`src/rtl/mips_debug_frame_streamer.sv`:
```
// mips_debug_frame_streamer
// MIPS-side responder of the debug link. Decodes a request select, snapshots
// the addressed source (register, PC, data/instr memory word or a pipeline
// latch group) and streams it out as NB_FRAME-bit frames, most significant
// word first, followed by a one-cycle end-of-data pulse.
//
// Ports:
//   i_clock, i_reset     clock, asynchronous active-high reset
//   i_request_select     request code, 6'h3F = no request
//   i_reg_data           reg-file debug read data for o_reg_addr
//   i_pc                 current PC
//   i_mem_data           data-memory read word
//   i_instr_data         instruction-memory read word
//   i_latch_bus          N_LATCH pipeline latch groups, group k at [k*NB_LATCH +: NB_LATCH]
//   o_reg_addr           reg-file debug read address
//   o_frame              data frame (zero when o_frame_valid is low)
//   o_frame_valid        o_frame carries a data word
//   o_eod                end of data, one-cycle pulse
//   o_busy               transfer in progress
module mips_debug_frame_streamer #(
    parameter int unsigned NB_FRAME = 32,
    parameter int unsigned NB_REG   = 32,
    parameter int unsigned NB_LATCH = 96,
    parameter int unsigned N_LATCH  = 8,
    parameter int unsigned NB_SEL   = 6
) (
    input  logic                        i_clock,
    input  logic                        i_reset,
    input  logic [NB_SEL-1:0]           i_request_select,
    input  logic [NB_REG-1:0]           i_reg_data,
    input  logic [NB_REG-1:0]           i_pc,
    input  logic [NB_REG-1:0]           i_mem_data,
    input  logic [NB_REG-1:0]           i_instr_data,
    input  logic [N_LATCH*NB_LATCH-1:0] i_latch_bus,
    output logic [4:0]                  o_reg_addr,
    output logic [NB_FRAME-1:0]         o_frame,
    output logic                        o_frame_valid,
    output logic                        o_eod,
    output logic                        o_busy
);

    localparam int unsigned N_WORDS = NB_LATCH / NB_FRAME;
    localparam int unsigned NB_CNT  = $clog2(N_WORDS) + 1;
    localparam int unsigned NB_GIDX = (N_LATCH > 1) ? $clog2(N_LATCH) : 1;

    localparam logic [NB_SEL-1:0] SEL_MEM     = NB_SEL'(6'h20);
    localparam logic [NB_SEL-1:0] SEL_INSTR   = NB_SEL'(6'h21);
    localparam logic [NB_SEL-1:0] SEL_PC      = NB_SEL'(6'h22);
    localparam logic [NB_SEL-1:0] SEL_LATCH0  = NB_SEL'(6'h24);
    localparam logic [NB_SEL-1:0] SEL_LATCH_N = NB_SEL'(6'h24 + N_LATCH - 1);
    localparam logic [NB_SEL-1:0] SEL_NONE    = NB_SEL'(6'h3F);

    typedef enum logic [1:0] {
        ST_IDLE,
        ST_LOAD,
        ST_SEND,
        ST_EOD
    } state_t;

    state_t                state_q, state_nxt;
    logic [NB_SEL-1:0]     sel_q, sel_nxt;
    logic [NB_CNT-1:0]     cnt_q, cnt_nxt;
    logic [NB_LATCH-1:0]   shift_q, shift_nxt;
    logic [4:0]            reg_addr_nxt;
    logic [NB_FRAME-1:0]   frame_nxt;
    logic                  valid_nxt;
    logic                  eod_nxt;
    logic                  busy_nxt;

    logic                  req_word;
    logic                  req_latch;
    logic [NB_GIDX-1:0]    grp_idx;
    logic [NB_LATCH-1:0]   grp_snap;
    logic                  src_is_word;
    logic [NB_REG-1:0]     src_word;
    logic [NB_LATCH-1:0]   load_vec;

    // Request classification of the live select
    always_comb begin
        req_word  = !i_request_select[NB_SEL-1] ||
                    (i_request_select == SEL_MEM) ||
                    (i_request_select == SEL_INSTR) ||
                    (i_request_select == SEL_PC);
        req_latch = (i_request_select >= SEL_LATCH0) && (i_request_select <= SEL_LATCH_N);
        grp_idx   = NB_GIDX'(i_request_select - SEL_LATCH0);
    end

    // Latch group mux for the accept-edge snapshot
    always_comb begin
        grp_snap = '0;
        for (int k = 0; k < int'(N_LATCH); k++) begin
            if (grp_idx == NB_GIDX'(k)) begin
                grp_snap = i_latch_bus[k*NB_LATCH +: NB_LATCH];
            end
        end
    end

    // One-word source selected by the accepted request, sampled at the LOAD edge
    always_comb begin
        src_is_word = 1'b1;
        src_word    = '0;
        if (!sel_q[NB_SEL-1]) begin
            src_word = i_reg_data;
        end else begin
            case (sel_q)
                SEL_MEM:   src_word = i_mem_data;
                SEL_INSTR: src_word = i_instr_data;
                SEL_PC:    src_word = i_pc;
                default:   src_is_word = 1'b0;
            endcase
        end
        load_vec = shift_q;
        if (src_is_word) begin
            load_vec = '0;
            load_vec[NB_LATCH-1 -: NB_REG] = src_word;
        end
    end

    // Next-state and registered-output logic
    always_comb begin
        state_nxt    = state_q;
        sel_nxt      = sel_q;
        cnt_nxt      = cnt_q;
        shift_nxt    = shift_q;
        reg_addr_nxt = o_reg_addr;
        frame_nxt    = '0;
        valid_nxt    = 1'b0;
        eod_nxt      = 1'b0;
        busy_nxt     = o_busy;

        case (state_q)
            ST_IDLE: begin
                if (i_request_select != SEL_NONE) begin
                    sel_nxt      = i_request_select;
                    reg_addr_nxt = i_request_select[4:0];
                    busy_nxt     = 1'b1;
                    if (req_word) begin
                        cnt_nxt   = NB_CNT'(1);
                        shift_nxt = '0;
                        state_nxt = ST_LOAD;
                    end else if (req_latch) begin
                        cnt_nxt   = NB_CNT'(N_WORDS);
                        shift_nxt = grp_snap;
                        state_nxt = ST_LOAD;
                    end else begin
                        // Unknown code: answer with an empty transfer
                        eod_nxt   = 1'b1;
                        state_nxt = ST_EOD;
                    end
                end
            end
            ST_LOAD: begin
                frame_nxt = load_vec[NB_LATCH-1 -: NB_FRAME];
                valid_nxt = 1'b1;
                shift_nxt = load_vec << NB_FRAME;
                cnt_nxt   = cnt_q - NB_CNT'(1);
                state_nxt = ST_SEND;
            end
            ST_SEND: begin
                if (cnt_q != '0) begin
                    frame_nxt = shift_q[NB_LATCH-1 -: NB_FRAME];
                    valid_nxt = 1'b1;
                    shift_nxt = shift_q << NB_FRAME;
                    cnt_nxt   = cnt_q - NB_CNT'(1);
                end else begin
                    eod_nxt   = 1'b1;
                    state_nxt = ST_EOD;
                end
            end
            ST_EOD: begin
                busy_nxt  = 1'b0;
                state_nxt = ST_IDLE;
            end
            default: begin
                busy_nxt  = 1'b0;
                state_nxt = ST_IDLE;
            end
        endcase
    end

    // State and output registers
    always_ff @(posedge i_clock or posedge i_reset) begin
        if (i_reset) begin
            state_q       <= ST_IDLE;
            sel_q         <= '0;
            cnt_q         <= '0;
            shift_q       <= '0;
            o_reg_addr    <= '0;
            o_frame       <= '0;
            o_frame_valid <= 1'b0;
            o_eod         <= 1'b0;
            o_busy        <= 1'b0;
        end else begin
            state_q       <= state_nxt;
            sel_q         <= sel_nxt;
            cnt_q         <= cnt_nxt;
            shift_q       <= shift_nxt;
            o_reg_addr    <= reg_addr_nxt;
            o_frame       <= frame_nxt;
            o_frame_valid <= valid_nxt;
            o_eod         <= eod_nxt;
            o_busy        <= busy_nxt;
        end
    end

endmodule
```
`config.mk`:
```
export PLATFORM = sky130hd
export DESIGN_NAME = mips_debug_frame_streamer
export DESIGN_NICKNAME = d
export VERILOG_FILES = /design/src/rtl/mips_debug_frame_streamer.sv
export SDC_FILE = /design/constraint.sdc
export NUM_CORES = 1
export LEC_CHECK = 0
export CELL_PAD_IN_SITES_DETAIL_PLACEMENT = 1
export CELL_PAD_IN_SITES_GLOBAL_PLACEMENT = 2
export CORE_AREA = 2 2 372 374
export CTS_CLUSTER_DIAMETER = 150
export DETAILED_ROUTE_END_ITERATION = 12
export DIE_AREA = 0 0 374 376
export GPL_TIMING_DRIVEN = 0
export PLACE_DENSITY = 0.47
export SETUP_SLACK_MARGIN = 0.2
export SYNTH_ARGS = -nofsm -noshare
export SYNTH_HDL_FRONTEND = slang
export SYNTH_SLANG_ARGS = --single-unit
```
`constraint.sdc`:
```
create_clock -name i_clock -period 5 [get_ports i_clock]
set_input_delay 0.75 -clock i_clock [delete_from_list [all_inputs] [get_ports i_clock]]
set_output_delay 0.75 -clock i_clock [all_outputs]
set_load 0.02 [all_outputs]
```
==> results.tsv <==
stage	metric	value	unit
status	status	complete, no violations	
cts	postCtsSetupBuffers	0	
sta	finalMaxSlewViolations	0	
yosys	synth_edf_count	0	
floorplan	initial_utilization	10.98	%
sta	rsz0062_at_grt	false	
floorplan	die_area	140600	um^2
place	pre_cts_ws	0.2239	ns
yosys	yosysTopAreaCell	dfrtp_1	
pwr	peakVddDrop	0.2917	mV
global_routing	grtUsageTotal	21.53	%
worst_setup_path	crit_start	i_request_select[2]	
sta	setup-violations-final	0	
global_routing	grt_max_degree	83	
final_layout	fillers	16060	
cts	root_buffer	clkbuf_16	
yosys	synth_common_cells	253 x mux2i_1, 142 x dfrtp_1, 124 x clkbuf_1, 110 x nor3b_1, 105 x nand2_1	
yosys	yosysTopAreaCellShare	23.68	%
route	dr.pass1.iters	7	
worst_hold_path	min-delay-start	cnt_q[1]	
global_routing	grt_pass1_wl	204.4	mm
worst_setup_path	critPathArrivalTime	4.62	ns
cts	ctsResizeCount	0	
yosys	yosysSeqAreaShare	23.68	%
yosys	syn_area	15010	um^2
route	post_drt_wl_per_cell	34.42	um
run	maxCapViolations	0	
worst_setup_path	cp-end-kind	register	
cts	cts.sink_count	142	
place	dp.final_hpwl	135.1	mm
sta	skew	0.01566	ns
cts	ctsHoldBuffers	0	
worst_setup_path	cp_max_fo	11	
yosys	synth.distinct_cells	62	
yosys	synth.net_count	2695	
sta	hold_viol_final	0	
pwr	power_per_cell_area	332.3	nW/um^2
final_layout	multiInputGateArea	10200	um^2
pwr	p_total	9.096	mW
cts	clk_latency	0.51	ns
sta	setup-tns-final	0	ns
route	drc	0	
yosys	ys_ff_latch	142	
worst_setup_path	critPathLaunchType	primary input	
route	ant_nets	0	
pwr	p_leak	10.37	nW
route	initialDrtViolationCount	1104	
route	via_count	19880	
global_routing	antenna_found_initial	45	
cts	cts_buffer_depth	2	
yosys	synth_most_common_cell	mux2i_1	
place	gp_congestion	0.9122	
yosys	synth_top_flop_cell	dfrtp_1	
floorplan	die_w	374	um
worst_setup_path	path_class	primary input to register	
route	viasPerCell	4.350	
worst_hold_path	hp-class	register to register	
floorplan	rows	136	
sta	worst_slew_pin_slew	1.309	ns
floorplan	core	136600	um^2
sta	slew_headroom	12.72	%
global_routing	grt_pass1_vias	21810	
worst_setup_path	r2r_start	state_q[0]	
final_layout	drive_above_1_share	6.517	%
sta	fin_ws	0.8074	ns
yosys	netlist_instances	1784	
place	port_buffers	942	
final_layout	layout.nets	3660	
global_routing	grt.overflow.total	0	
floorplan	die_h	376	um
cts	cts_buffers	17	
yosys	yosys_warnings	0	
cts	clk_pin_slew_worst_paths	0.07	ns
yosys	synth_area_leaders	dfrtp_1 24%, mux2i_1 17%, nor3b_1 5.5%	
cts	cts_htree_levels	4	
floorplan	ioPinCount	944	
sta	layout_min_cycle_time	4.193	ns
yosys	avgSynthCellArea	8.411	um^2
final_layout	seqCellArea	3553	um^2
worst_setup_path	worstPathRequired	5.43	ns
route	wirelength	157.3	mm
yosys	synthArstFlopShare	100.0	%
sta	fmax	238.5	MHz
final_layout	area.growth.synth_to_final	82.42	%
sta	post-route-period-util	83.85	%
cts	tritoncts	done	
[final cells by class]
type                       count  share of cell area [%]
clock inverter                15                  0.4662
timing repair buffer         946                   34.71
clock buffer                  17                   1.554
buffer                       211                   3.369
multi-input combinational   1335                   37.25
antenna                       14                  0.1280
sequential                   142                   12.98
inverter                      96                   1.344
tap                         1794                   8.200
[final timing paths]
path / end / slack (ns) / cells after the start
worst max register to register: shift_q[66] / 1.79 / 8
worst max-delay path: shift_q[84] / 0.81 / 7
min in group asynchronous: o_frame[14] / 0.68 / 2
worst min-delay path: cnt_q[1] / 0.50 / 1
max in group asynchronous: shift_q[43] / 3.41 / 3
worst min register to register: cnt_q[1] / 0.50 / 1
[where the power goes]
group          total [mW]  internal [mW]  switching (mW)
Clock                1.31          0.648           0.667
Sequential           2.20           1.69           0.514
Combinational        5.58           2.16            3.42
[worst max-delay path, stage by stage]
cell and delay, ns:
clkdlybuf4s50_1 0.54, buf_2 0.39, buf_2 0.57, buf_2 0.76, clkbuf_1 0.77, o211ai_1 0.48
a31oi_1 0.28
[state kept, by name (all words and copies together), names as in the netlist]
signal	flops
shift_q	96
o_frame_valid	1
sel_q	2
state_q	2
o_busy	1
cnt_q	3
o_frame	32
o_reg_addr	4
o_eod	1
[metrics by stage]
step | hold WS [ns] | cells | util, % | cell area [um^2]
CTS | 0.5011 | 4555 | 20.00 | 27320
global placement | 0.4697 | 4520 | 19.53 | 26680
finish | 0.4952 | 4570 | 20.03 | 27370
detailed placement | 0.4854 | 4523 | 19.59 | 26770
global route | 0.5161 | 4559 | 20.01 | 27350
floorplan | 0.4581 | 1784 | - | 15010
[cell families (layout without fill, tap and decap cells)]
logic type      Yosys count  after routing  share of synthesized area [%]
compound gates          618            618                          31.26
fa+ha+maj                 7              7                         0.5836
buf+inv                 307           1285                          8.505
flops                   142            142                          23.68
mux                     292            292                          20.10
other cells               0             14                              0
simple gates            418            418                          15.87
[layer usage]
layer	global-route usage [%]	vias to the layer above	share of wire, %
li1	-	8900	-
met1	26.95	10150	43
met2	38.61	719	51
met3	4.043	90	5.2
met4	3.476	22	1.4
met5	0	-	0.079
[layout by cell type (no fill, tap or decap), drive strengths merged, types with 4 or more instances in the layout]
cell type,n
a22o,5
a32oi,4
o221ai,32
a221oi,27
a31oi,60
a22oi,62
mux2,35
inv,104
a211oi,35
clkinvlp,6
nor3b,111
nor3,34
o31ai,29
nand4,61
nand3b,4
nand3,11
a21oi,100
clkdlybuf4s50,942
ha,7
nor2,42
dfrtp,142
o211ai,8
buf,91
mux2i,253
nand2,106
nor2b,14
and2,5
o32ai,56
diode,14
a2bb2oi,56
nor4,5
o21ai,40
o21bai,55
o41ai,31
nand2b,12
mux4,4
clkbuf,141
Power figures use the tool's default switching activity.
